### src/rtl/divider_pkg.sv
// Shared types and constants for the restoring divider.
package divider_pkg;

  // Divider control states.
  typedef enum logic [1:0] {
    IDLE = 2'd0,
    RUN  = 2'd1,
    DONE = 2'd2
  } state_t;

  // Default operand/result width; must be a multiple of 4.
  localparam int DEFAULT_WIDTH = 16;

  // Iteration counter width for the default width.
  localparam int CNT_W = $clog2(DEFAULT_WIDTH);

endpackage : divider_pkg

### src/rtl/cla_subtractor.sv
// Lookahead subtractor: diff = a - b computed as a + ~b + 1.
// Bits are organised in 4-bit propagate/generate groups; carries into each
// group come from a group-level lookahead chain, and carries inside a group
// are expanded from that group's carry-in. The last group may be partial.
module cla_subtractor #(
  parameter int WIDTH = 17
) (
  input  logic [WIDTH-1:0] a,
  input  logic [WIDTH-1:0] b,
  output logic [WIDTH-1:0] diff,
  output logic             no_borrow
);

  localparam int NG = (WIDTH + 3) / 4;

  logic [WIDTH-1:0] nb;
  logic [WIDTH-1:0] p;
  logic [WIDTH-1:0] g;
  logic [NG-2:0]    gp;
  logic [NG-2:0]    gg;
  logic [NG-1:0]    gc;
  logic [WIDTH:0]   cb;

  assign nb = ~b;
  assign p  = a ^ nb;
  assign g  = a & nb;

  // Group P/G, group carry lookahead, then per-bit carries from group carry-in.
  always_comb begin
    logic c;
    int   base;
    int   grp;
    gp = '0;
    gg = '0;
    gc = '0;
    cb = '0;
    c  = 1'b0;
    for (int gi = 0; gi < NG - 1; gi++) begin
      base   = gi * 4;
      gp[gi] = p[base] & p[base+1] & p[base+2] & p[base+3];
      gg[gi] = g[base+3]
             | (p[base+3] & g[base+2])
             | (p[base+3] & p[base+2] & g[base+1])
             | (p[base+3] & p[base+2] & p[base+1] & g[base]);
    end
    gc[0] = 1'b1;
    for (int gi = 1; gi < NG; gi++) begin
      gc[gi] = gg[gi-1] | (gp[gi-1] & gc[gi-1]);
    end
    for (int i = 0; i <= WIDTH; i++) begin
      grp  = ((i / 4) < NG) ? (i / 4) : (NG - 1);
      base = grp * 4;
      c    = gc[grp];
      for (int k = base; k < i; k++) begin
        c = g[k] | (p[k] & c);
      end
      cb[i] = c;
    end
  end

  assign diff      = p ^ cb[WIDTH-1:0];
  assign no_borrow = cb[WIDTH];

endmodule : cla_subtractor

### src/rtl/restoring_divider.sv
// Multi-cycle unsigned restoring divider: one shift-subtract step per clock,
// quotient/remainder registered on entry to DONE with a one-cycle done pulse.
// A zero divisor spends a single RUN cycle being recognised, then reports
// all-ones quotient, remainder = dividend and div_by_zero.
module restoring_divider
  import divider_pkg::*;
#(
  parameter int WIDTH = DEFAULT_WIDTH
) (
  input  logic             clk,
  input  logic             rst_n,
  input  logic             start,
  input  logic [WIDTH-1:0] dividend,
  input  logic [WIDTH-1:0] divisor,
  output logic [WIDTH-1:0] quotient,
  output logic [WIDTH-1:0] remainder,
  output logic             busy,
  output logic             done,
  output logic             div_by_zero
);

  localparam int CW = $clog2(WIDTH);
  localparam logic [CW-1:0] LAST = CW'(WIDTH - 1);

  state_t           state;
  state_t           state_next;
  logic [CW-1:0]    count;
  logic [WIDTH:0]   r;
  logic [WIDTH-1:0] q;
  logic [WIDTH-1:0] dividend_reg;
  logic [WIDTH-1:0] divisor_reg;

  logic [WIDTH:0]   r_shift;
  logic [WIDTH:0]   diff;
  logic             no_borrow;
  logic [WIDTH:0]   r_next;
  logic [WIDTH-1:0] q_next;
  logic             zero_div;
  logic             unused_r_msb;

  // After every step R is below the divisor, so its MSB is always zero and
  // the left shift can drop it; the extra bit lives only in the trial value.
  assign unused_r_msb = r[WIDTH];

  assign r_shift  = {r[WIDTH-1:0], q[WIDTH-1]};
  assign zero_div = (divisor_reg == '0);

  cla_subtractor #(
    .WIDTH(WIDTH + 1)
  ) u_sub (
    .a        (r_shift),
    .b        ({1'b0, divisor_reg}),
    .diff     (diff),
    .no_borrow(no_borrow)
  );

  assign r_next = no_borrow ? diff : r_shift;
  assign q_next = {q[WIDTH-2:0], no_borrow};

  assign busy = (state != IDLE);
  assign done = (state == DONE);

  // State register.
  always_ff @(posedge clk or negedge rst_n) begin
    if (!rst_n) begin
      state <= IDLE;
    end else begin
      state <= state_next;
    end
  end

  // Next-state logic; start is only looked at in IDLE.
  always_comb begin
    state_next = state;
    case (state)
      IDLE:    if (start) state_next = RUN;
      RUN:     if (zero_div || (count == LAST)) state_next = DONE;
      DONE:    state_next = IDLE;
      default: state_next = IDLE;
    endcase
  end

  // Operand capture, shift-subtract iteration and result registers.
  always_ff @(posedge clk or negedge rst_n) begin
    if (!rst_n) begin
      count        <= '0;
      r            <= '0;
      q            <= '0;
      dividend_reg <= '0;
      divisor_reg  <= '0;
      quotient     <= '0;
      remainder    <= '0;
      div_by_zero  <= 1'b0;
    end else begin
      case (state)
        IDLE: begin
          if (start) begin
            dividend_reg <= dividend;
            divisor_reg  <= divisor;
            r            <= '0;
            q            <= dividend;
            count        <= '0;
          end
        end
        RUN: begin
          if (zero_div) begin
            quotient    <= '1;
            remainder   <= dividend_reg;
            div_by_zero <= 1'b1;
          end else begin
            r     <= r_next;
            q     <= q_next;
            count <= count + 1'b1;
            if (count == LAST) begin
              quotient    <= q_next;
              remainder   <= r_next[WIDTH-1:0];
              div_by_zero <= 1'b0;
            end
          end
        end
        default: begin
        end
      endcase
    end
  end

endmodule : restoring_divider

### config.mk
export PLATFORM = sky130hd
export DESIGN_NAME = restoring_divider
export DESIGN_NICKNAME = d
export VERILOG_FILES = /design/src/rtl/divider_pkg.sv /design/src/rtl/cla_subtractor.sv /design/src/rtl/restoring_divider.sv
export SDC_FILE = /design/constraint.sdc
export NUM_CORES = 1
export LEC_CHECK = 0
export CORE_ASPECT_RATIO = 2
export CORE_UTILIZATION = 25
export DETAILED_ROUTE_END_ITERATION = 16
export PLACE_DENSITY = 0.47
export SETUP_SLACK_MARGIN = 0.4
export SYNTH_ARGS = -nofsm -noshare
export SYNTH_HDL_FRONTEND = slang
export SYNTH_HIERARCHICAL = 1
export SYNTH_SLANG_ARGS = --single-unit
### constraint.sdc
create_clock -name clk -period 5.05 [get_ports clk]
set_input_delay 0.7575 -clock clk [delete_from_list [all_inputs] [get_ports clk]]
set_output_delay 0.7575 -clock clk [all_outputs]
set_load 0.02 [all_outputs]
==> metrics.txt, run 1 <==
Final Cell Area 6480 um2; Post-CTS Setup Bufs 0; register area between 2000 and 3000 um2; Switching Share 0.390; DR iter-0 viols approximately 100; pwr dens 663 nW/um2; Final Net Count ~560; Core Footprint around 20000 um2; maxcap violations 0; CP endpoint kind register; synth warn 6; Syn Area/Cell 11.9 um2; Final Core Density 0.317; Logic pwr share 0.475; cell total after placement roughly 750; highest metal used met4; met1 wire length ~5.4 mm; CTS tree yes; ANT cells 0; min-delay worst type reg2reg; fraction of registers with async set/reset 1.00; H-tree levels 3; DP Wirelength between 9 and 10 mm; worst skew pair latency roughly 0.35 ns; 1st-pass router iterations 4; Net Switching 0.00168 W; Seq pwr share 0.358; Clk network pwr share 0.167; final worst setup slack ~1.6 ns; RSZ-0062 raised after global routing false; final hold viol count 0; die height around 210 um; clk sinks 103; Initial Util 0.256; share of cells above drive strength 1 0.125; CP required between 5 and 6 ns; Unique masters post-synth 44; pins over their slew limit 0; actual slew at the worst max-slew pin around 1.0 ns; # rows 74; cell-internal power 0.00262 W; crit path time final 3.42 ns; vias between 3k and 4k; Finished Layout Cells between 700 and 800; vias in the first global route 3841; Leakage between 2 and 3 nW; Met3 Routed Length about 300 um; Fmax slightly below 300 MHz; DRT antenna net count 0; Die ar. ~22000 um2; input/output buffers approximately 70; Worst-path clk slew ~0.070 ns; setup violators final 0; clk_skew 0.0125 ns; relative slew slack 0.324; Most used DFF post-synth dfrtp_1; Post-Syn Instances approximately 440; Crit Path Class reg2reg; Final Wtd Congestion about 0.82; Syn Nets 506; largest net degree at the start of global routing between 70 and 80; fin crit share 0.677; fill cell count a little over 2k; Worst Path Arrival between 3 and 4 ns; met2 WL 7.25 mm; status finished, final reports clean; largest buffer count on any clock path 2; die width 104 um; WL/cell roughly 17 um; pre-CTS WS roughly 1.6 ns; root buffer cell clkbuf_16; Inserted Clock Buffers 9; DRC 0; post-CTS sizing 0; Post-synth EDFFs 0; Tot GR Track Use 0.131; VDD IR-drop max 0.195 mV; grt ovf 0; hold_buf cts 0; Sum Neg Setup Slack 0 ns; Ports 70; area of the multi-input gates around 2400 um2; vias per cell ~4.6; initial antenna violation count 0; DP Area between 6000 and 7000 um2; synthesis-stage register bit count 103; Synth Cell Area 5230 um2; Area Growth Syn to Fin 23.9%; drt total wl about 13 mm; Worst setup SP type register; first-pass GRT wire length ~22 mm; worst-path maximum fanout 4; register area share after synthesis 0.493
Yosys cell counts, drive strengths merged, types with 2 or more instances:
| master | n | area share |
|---|---|---|
| mux2 | 32 | 0.069 |
| o22a | 32 | 0.054 |
| buf | 15 | 0.017 |
| o21a | 17 | 0.025 |
| mux2i | 31 | 0.059 |
| o31ai | 17 | 0.024 |
| a21o | 3 | 0.0043 |
| nand2 | 22 | 0.016 |
| o21ai | 8 | 0.0077 |
| xor2 | 3 | 0.0050 |
| nor2b | 2 | 0.0024 |
| dfrtp | 103 | 0.49 |
| and3 | 2 | 0.0024 |
| nand3 | 26 | 0.025 |
| a2bb2oi | 15 | 0.025 |
| fa | 12 | 0.046 |
| inv | 41 | 0.029 |
| clkbuf | 13 | 0.0093 |
| a21oi | 4 | 0.0060 |
| ha | 18 | 0.043 |
| nor3 | 2 | 0.0019 |
| nand4 | 3 | 0.0036 |
| or4 | 5 | 0.0079 |
| nor2 | 2 | 0.0014 |
kinds of logic (layout without fill, tap and decap cells):
logic type	count (synthesis)	in the layout	synth area share
muxes	63	63	0.128
and+or+nand+nor	69	69	0.0667
adders and majority gates	30	30	0.0890
AOI/OAI and AO/OA	102	102	0.160
DFF	103	103	0.493
buffers and inverters	69	131	0.0560
xor gates and xnor gates	4	4	0.00670
other	1	1	0.000717
final timing paths:
kind | startpoint | to | slack (ns) | cells after the start
setup / recovery | divisor_reg[1]$_DFFE_PN0P_ | remainder[15]$_DFFE_PN0P_ | 1.63 | 14
hold / removal | quotient[10]$_DFFE_PN0P_ | quotient[10]$_DFFE_PN0P_ | 0.50 | 1
setup reg to reg | divisor_reg[1]$_DFFE_PN0P_ | remainder[15]$_DFFE_PN0P_ | 1.63 | 14
hold reg to reg | quotient[10]$_DFFE_PN0P_ | quotient[10]$_DFFE_PN0P_ | 0.50 | 1
max in group asynchronous | rst_n | remainder[12]$_DFFE_PN0P_ | 3.47 | 2
min in group asynchronous | rst_n | divisor_reg[3]$_DFFE_PN0P_ | 0.56 | 1
power by group through the flow:
stage / logic, W / clock network (W) / registers, W
2_1_floorplan: 0.00128 / 0 / 0.00159
3_3_place_gp: 0.00204 / 0 / 0.00155
3_5_place_dp: 0.00208 / 0 / 0.00156
4_1_cts: 0.00209 / 0.000746 / 0.00155
5_1_grt: 0.00228 / 0.000774 / 0.00159
6_report: 0.00204 / 0.000719 / 0.00154
metrics by stage:
stage	hold slack (ns)	power, W
after floorplan	0.462	0.00287
final	0.496	0.00430
after global routing	0.510	0.00465
after global placement	0.480	0.00359
after detailed placement	0.482	0.00363
after CTS	0.498	0.00438
cell type report:
cell class,count,share of cell area
Sequential cell,103,0.398
Multi-Input combinational cell,269,0.366
Timing Repair Buffer,75,0.113
Tap cell,266,0.0514
Clock buffer,11,0.0390
Inverter,41,0.0238
Clock inverter,4,0.00850
critical path, cell delays in order (launching register included):
cell	delay [ns]
dfrtp_1	0.41
inv_1	0.06
ha_1	0.27
o21ai_1	0.08
o2bb2ai_2	0.15
o211a_4	0.27
o21ba_2	0.22
fa_1	0.39
fa_1	0.41
fa_1	0.39
xnor2_1	0.13
mux2i_1	0.18
nand2_1	0.08
mux2i_1	0.16
a2bb2oi_1	0.08
per-layer routing:
metal,vias to the layer above,GRT usage
met5,-,0
met4,0,0.0679
met3,16,0.0154
met2,52,0.239
met1,1771,0.149
li1,1693,-
cell usage in the layout (no fill, tap or decap), types with 4 or more instances in the layout:
master           count
o22a_1              32
a2bb2oi_1           15
dfrtp_1            103
fa_1                12
inv_1               41
o21a_1              16
nand3_1             26
mux2i_1             31
or4_1                4
ha_1                18
buf_4                7
mux2_2              32
clkdlybuf4s50_1     68
o31ai_1             17
clkbuf_16            9
o21ai_0              7
nand2_1             21
(Power assumes the default switching activity.)
==> run 2: changes to the inputs <==
PLACE_DENSITY = 0.48   (was 0.47)
clock period = 2.95 ns   (was 5.05 ns; I/O delays follow)
==> run 2 against run 1 <==
  * The flow now finishes with violations (setup timing)
  * Setup slack worse by 1.9 ns
  * Core utilization is 3.9 points higher
  * Count of clock-buffer cells in the layout stayed put
  * Fmax is 6.1% higher
  * Sequential cell count stayed put
  * Combinational power is 130% higher
  * Final cell count is 8.1% higher
  * Die area stayed put
  * Clock skew is 0.0065 ns lower
  * Global-route usage is 0.50 points higher
  * Routed wire length is 5.4% higher
==> metrics.txt, run 2 (synthesized netlist as in run 1, its figures left out) <==
min-delay worst type in2async; met3 Use GR 0.0204 (+0.00502); Core Footprint 20500 um2 (unchanged); Power Total 0.00857 W (+99%); clk sinks 103 (unchanged); DR iter-0 viols 171 (+69%); crit path time final 3.23 ns (-0.196 ns); Worst path max stage delay 0.52 ns (+0.11 ns); most frequent cells in the layout dfrtp_1, clkdlybuf4s50_1, buf_4; Final Wtd Congestion 0.781 (-4.2%); Worst-path clk slew 0.07 ns (about the same); relative slew slack 0.472 (+0.148); R2R Path End remainder[14]$_DFFE_PN0P_; DRT antenna net count 0 (unchanged); die height 207 um (unchanged); setup violators final 8 (+8); Initial Util 0.256 (unchanged); grt ovf 0 (unchanged); Leakage 3.13 nW (+12%); root buffer cell clkbuf_16; Worst Path Arrival 3.46 ns (-0.18 ns); DP Wirelength 10.4 mm (+7.0%); H-tree levels 3 (unchanged); Area Growth Syn to Fin 39.1%; Fmax 310 MHz (+6.1%); share of cells above drive strength 1 0.278 (+0.153); busiest grt layer met2; worst-path maximum fanout 3 (-1); vias in the first global route 4144 (+7.9%); pins over their slew limit 0 (unchanged); fin crit share 1.09 (+0.416); violations in the final reports setup timing; cell total after placement 803 (+6.5%); largest net degree at the start of global routing 59 (-24%); clk_skew 0.00594 ns (-0.00655 ns); initial antenna violation count 0 (unchanged); drt total wl 14.1 mm (+5.4%); Sum Neg Setup Slack -1.55 ns (-1.55 ns); CP endpoint kind register; maxcap violations 0 (unchanged); Tot GR Track Use 0.136 (+0.00501); hold_buf cts 0 (unchanged); ANT cells 0 (unchanged); Slowest cell on crit path fa_2; input/output buffers 69 (unchanged); # rows 74 (unchanged); path depth of the worst reg2reg path 13 (-1); fill cell count 2005 (-3.0%); met2 usage in global routing 0.262 (+0.0229); first-pass GRT wire length 22.4 mm (+4.1%); CTS tree yes; final worst setup slack -0.275 ns (-1.90 ns); largest buffer count on any clock path 2 (unchanged); VDD IR-drop max 0.295 mV (+51%); WL/cell 16.9 um (-2.5%); status finished, violations left; actual slew at the worst max-slew pin 0.792 ns (-0.222 ns); Finished Layout Cells 831 (+8.1%); vias per cell 4.57 (-0.57%); pwr dens 1180 nW/um2 (+78%); R2R Setup Slk -0.28 ns (-1.90 ns); most used cell, CP fa_2; Inserted Clock Buffers 9 (unchanged); Ports 70 (unchanged); final hold viol count 0 (unchanged); vias 3795 (+7.4%); DRC 0 (unchanged); RSZ-0062 raised after global routing true; Final Net Count 625 (+11%); reg-to-reg startpoint divisor_reg[0]$_DFFE_PN0P_; commonest non-fill, non-tap cell in the layout dfrtp_1; Crit Path Class reg2reg; die width 104 um (unchanged); CP Cell Sequence ha_4, o21ai_2, o2bb2ai_2, o211a_4, o21ba_2, fa_2, fa_2, fa_2, inv_1, mux2i_1, nor3_1, o21ai_1, nand3_1; met1 track demand over resource 0.144 (-0.00411); Worst setup SP type register; 1st-pass router iterations 4 (unchanged); worst skew pair latency 0.35 ns (about the same); CP required 3.18 ns (-2.09 ns); Die ar. 21500 um2 (unchanged)
run 2: worst max path at each step:
stage          slack [ns]                        end  cells after the start                  startpoint
3_5_place_dp        -0.30  remainder[14]$_DFFE_PN0P_                     13  divisor_reg[0]$_DFFE_PN0P_
4_1_cts             -0.28  remainder[10]$_DFFE_PN0P_                     14  divisor_reg[0]$_DFFE_PN0P_
3_3_place_gp        -0.25  remainder[14]$_DFFE_PN0P_                     13  divisor_reg[0]$_DFFE_PN0P_
5_1_grt             -0.40  remainder[14]$_DFFE_PN0P_                     13  divisor_reg[0]$_DFFE_PN0P_
6_report            -0.28  remainder[14]$_DFFE_PN0P_                     13  divisor_reg[0]$_DFFE_PN0P_
2_1_floorplan       -0.15  remainder[14]$_DFFE_PN0P_                     14           q[15]$_DFFE_PN0P_
run 2: final cells by class:
class                   count  area (um2)  area share
well taps                 266         333      0.0457
clock inverters             5        57.6     0.00791
flip-flops and latches    103        2580       0.354
clock buffers              11         243      0.0334
multi-input cells         269        2630       0.361
repair buffers            136        1280       0.176
inverters                  41         154      0.0212
run 2: metrics by stage:
| step | area (um2) | utilization | setup slack [ns] | hold slack [ns] |
|---|---|---|---|---|
| after global placement | 6620 | 0.323 | -0.253 | 0.477 |
| final | 7280 | 0.356 | -0.275 | 0.145 |
| after floorplan | 5290 | - | -0.149 | 0.147 |
| after detailed placement | 6620 | 0.323 | -0.298 | 0.480 |
| after global routing | 7280 | 0.356 | -0.401 | 0.221 |
| after CTS | 7020 | 0.343 | -0.280 | 0.202 |
run 2: repair_timing:
action                     in CTS  in global routing
setup endpoints to repair      51                 64
setup buffers                   7                  5
pin swaps                       7                 14
resized for setup              11                 36
run 2: critical path, delay by kind of cell, from the launching register on:
| family | cells | cell delay, ns |
|---|---|---|
| fa+ha+maj | 4 | 1.49 |
| flops | 1 | 0.43 |
| simple gates | 2 | 0.15 |
| mux | 1 | 0.18 |
| compound gates | 5 | 0.81 |
| buf+inv | 1 | 0.04 |
run 2: per-layer routing:
metal,vias to the layer above,routed length [um]
met5,-,0
met4,0,300
met1,1922,5470
met2,45,8020
li1,1813,-
met3,15,267
run 2: where the power goes:
part	total [W]	switching (W)	internal [W]
sequential	0.00259	0.000508	0.00208
combinational	0.00477	0.00225	0.00252
clock	0.00121	0.000526	0.000682
==> run 3: changes to the inputs <==
CORE_MARGIN = 2   (was unset)
==> run 3 against run 2 <==
  * The flow still finishes with violations (setup timing)
  * Largest power group unchanged
  * Routed wire length rose by 3.1%
  * Combinational power grew 5.0%
  * Sequential cell count did not move
  * First-iteration DRC count shrank 39%
==> metrics.txt, run 3 (synthesized netlist as in run 1, its figures left out) <==
status finished, violations left; violations in the final reports setup timing; most frequent cells in the layout dfrtp_1, clkdlybuf4s50_1, buf_4; setup violators final 8 (unchanged); Worst setup SP type register; Inserted Clock Buffers 9 (unchanged); hold_buf cts 0 (unchanged); WL/cell 17.5 um (+3.2%); Ports 70 (unchanged); Worst path max stage delay 0.53 ns (about the same); Final Core Density 0.359 (+0.00300); CTS tree yes; R2R Path End remainder[14]$_DFFE_PN0P_; root buffer cell clkbuf_16; Final Cell Area 7340 um2 (+0.84%); Initial Util 0.256 (unchanged); share of cells above drive strength 1 0.307 (+0.0289); largest buffer count on any clock path 2 (unchanged); Crit. Startpoint divisor_reg[0]$_DFFE_PN0P_; Die ar. 22200 um2 (+2.9%); pre-CTS WS -0.302 ns (-0.00388 ns); WHS 0.108 ns (-0.0372 ns); vias 3784 (-0.29%); DR iter-0 viols 105 (-39%); last element of the critical path remainder[14]$_DFFE_PN0P_; input/output buffers 69 (unchanged); area of the multi-input gates 2690 um2 (+2.3%); Crit path max-delay family adder cells; fill cell count 1952 (-2.6%); Core Footprint 20500 um2 (unchanged); path depth of the worst reg2reg path 13 (unchanged); VDD IR-drop max 0.391 mV (+32%); register area 2580 um2 (about the same); cell count along the critical path 13 (unchanged); reg-to-reg startpoint divisor_reg[0]$_DFFE_PN0P_; min-delay worst type in2async; CP required 3.19 ns (about the same); Final Wtd Congestion 0.785 (+0.60%); fin crit share 1.09 (-0.00346); ANT cells 0 (unchanged); final hold viol count 0 (unchanged); vias per cell 4.56 (-0.17%); actual slew at the worst max-slew pin 0.713 ns (-0.0789 ns); Final Net Count 625 (unchanged); largest net degree at the start of global routing 50 (-15%); # rows 74 (unchanged); final worst setup slack -0.265 ns (+0.0102 ns); R2R Setup Slk -0.26 ns (about the same); DP Area 6630 um2 (+0.11%); clk sinks 103 (unchanged); first-pass GRT wire length 23.3 mm (+4.2%); 1st-pass router iterations 4 (unchanged); commonest non-fill, non-tap cell in the layout dfrtp_1; Leakage 3.14 nW (+0.31%); most used cell, CP fa_2; drt total wl 14.5 mm (+3.1%); pins over their slew limit 0 (unchanged); die height 209 um (+0.97%); grt ovf 0 (unchanged); Worst Path Arrival 3.46 ns (about the same); relative slew slack 0.525 (+0.0526); worst-path maximum fanout 3 (unchanged); Tot GR Track Use 0.137 (+0.00172); DRT antenna net count 0 (unchanged); initial antenna violation count 0 (unchanged); Crit Path Class reg2reg; CP endpoint kind register; worst skew pair latency 0.36 ns (about the same); H-tree levels 3 (unchanged); clk_skew 0.00787 ns (+0.00194 ns); crit path time final 3.21 ns (-0.0102 ns); DRC 0 (unchanged); Fmax 311 MHz (+0.32%); DP Wirelength 10.6 mm (+1.9%); Area Growth Syn to Fin 40.3%; Worst-path clk slew 0.07 ns (about the same); Slowest cell on crit path fa_2; pwr dens 1200 nW/um2 (+1.7%); RSZ-0062 raised after global routing true; die width 106 um (+1.9%); maxcap violations 0 (unchanged); crit path buf inv count 1 (unchanged); vias in the first global route 4285 (+3.4%); CP Cell Sequence ha_4, o21ai_2, o2bb2ai_2, o211a_4, o21ba_4, fa_2, fa_2, fa_2, inv_2, mux2i_2, nor3_1, o21ai_1, nand3_1
==> run 3: cell types whose count changed in the layout (fill, tap and decap cells not counted), sizes merged <==
cell,delta
buf,-1
clkinvlp,+3
clkbuf,-1
clkinv,-2
==> run 3: per-layer routing <==
layer / GRT usage / share of wire / vias to the layer above
li1: - / - / 1811
met3: 0.0194 / 0.019 / 12
met2: 0.265 / 0.58 / 39
met4: 0.0581 / 0.022 / 0
met1: 0.145 / 0.37 / 1922
met5: 0 / 0 / -
==> run 3: report_power, final <==
group | internal (W) | total (W) | switching, W | leakage (nW)
clock | 0.000650 | 0.00119 | 0.000539 | 0.133
combinational | 0.00264 | 0.00501 | 0.00236 | 1.79
sequential | 0.00208 | 0.00259 | 0.000503 | 1.21
total | 0.00538 | 0.00878 | 0.00341 | 3.14
==> run 3: layout make-up <==
cell class                 instances  area share
clock inverter                     6     0.00853
inverter                          41      0.0210
timing repair buffer             136       0.176
sequential                       103       0.351
clock buffer                       9      0.0307
tap                              266      0.0454
multi-input combinational        269       0.367
==> run 3: what timing repair did <==
action / 4_1_cts / 5_1_grt
buffers inserted: 8 / 2
gates resized for setup: 42 / 25
endpoints found under the hold margin: 0 / 0
endpoints found under the setup margin: 49 / 46
pin swaps: 8 / 21
cloned: 0 / 1
==> run 3: stage by stage <==
stage / total power (W) / std cells / setup TNS [ns]
2_1_floorplan: 0.00500 / 441 / -0.227
3_5_place_dp: 0.00677 / 804 / -1.84
3_3_place_gp: 0.00666 / 804 / -1.14
5_1_grt: 0.00942 / 830 / -2.72
4_1_cts: 0.00858 / 827 / -1.41
6_report: 0.00878 / 830 / -1.18
==> run 3: how the worst min path moves through the flow <==
stage	start	endpoint	slack (ns)	depth (start not counted)
2_1_floorplan	rst_n	count[0]$_DFFE_PN0P_	0.15	0
3_3_place_gp	quotient[13]$_DFFE_PN0P_	quotient[13]$_DFFE_PN0P_	0.48	1
3_5_place_dp	quotient[4]$_DFFE_PN0P_	quotient[4]$_DFFE_PN0P_	0.48	1
4_1_cts	rst_n	divisor_reg[6]$_DFFE_PN0P_	0.14	1
5_1_grt	rst_n	divisor_reg[6]$_DFFE_PN0P_	0.17	1
6_report	rst_n	divisor_reg[6]$_DFFE_PN0P_	0.11	1
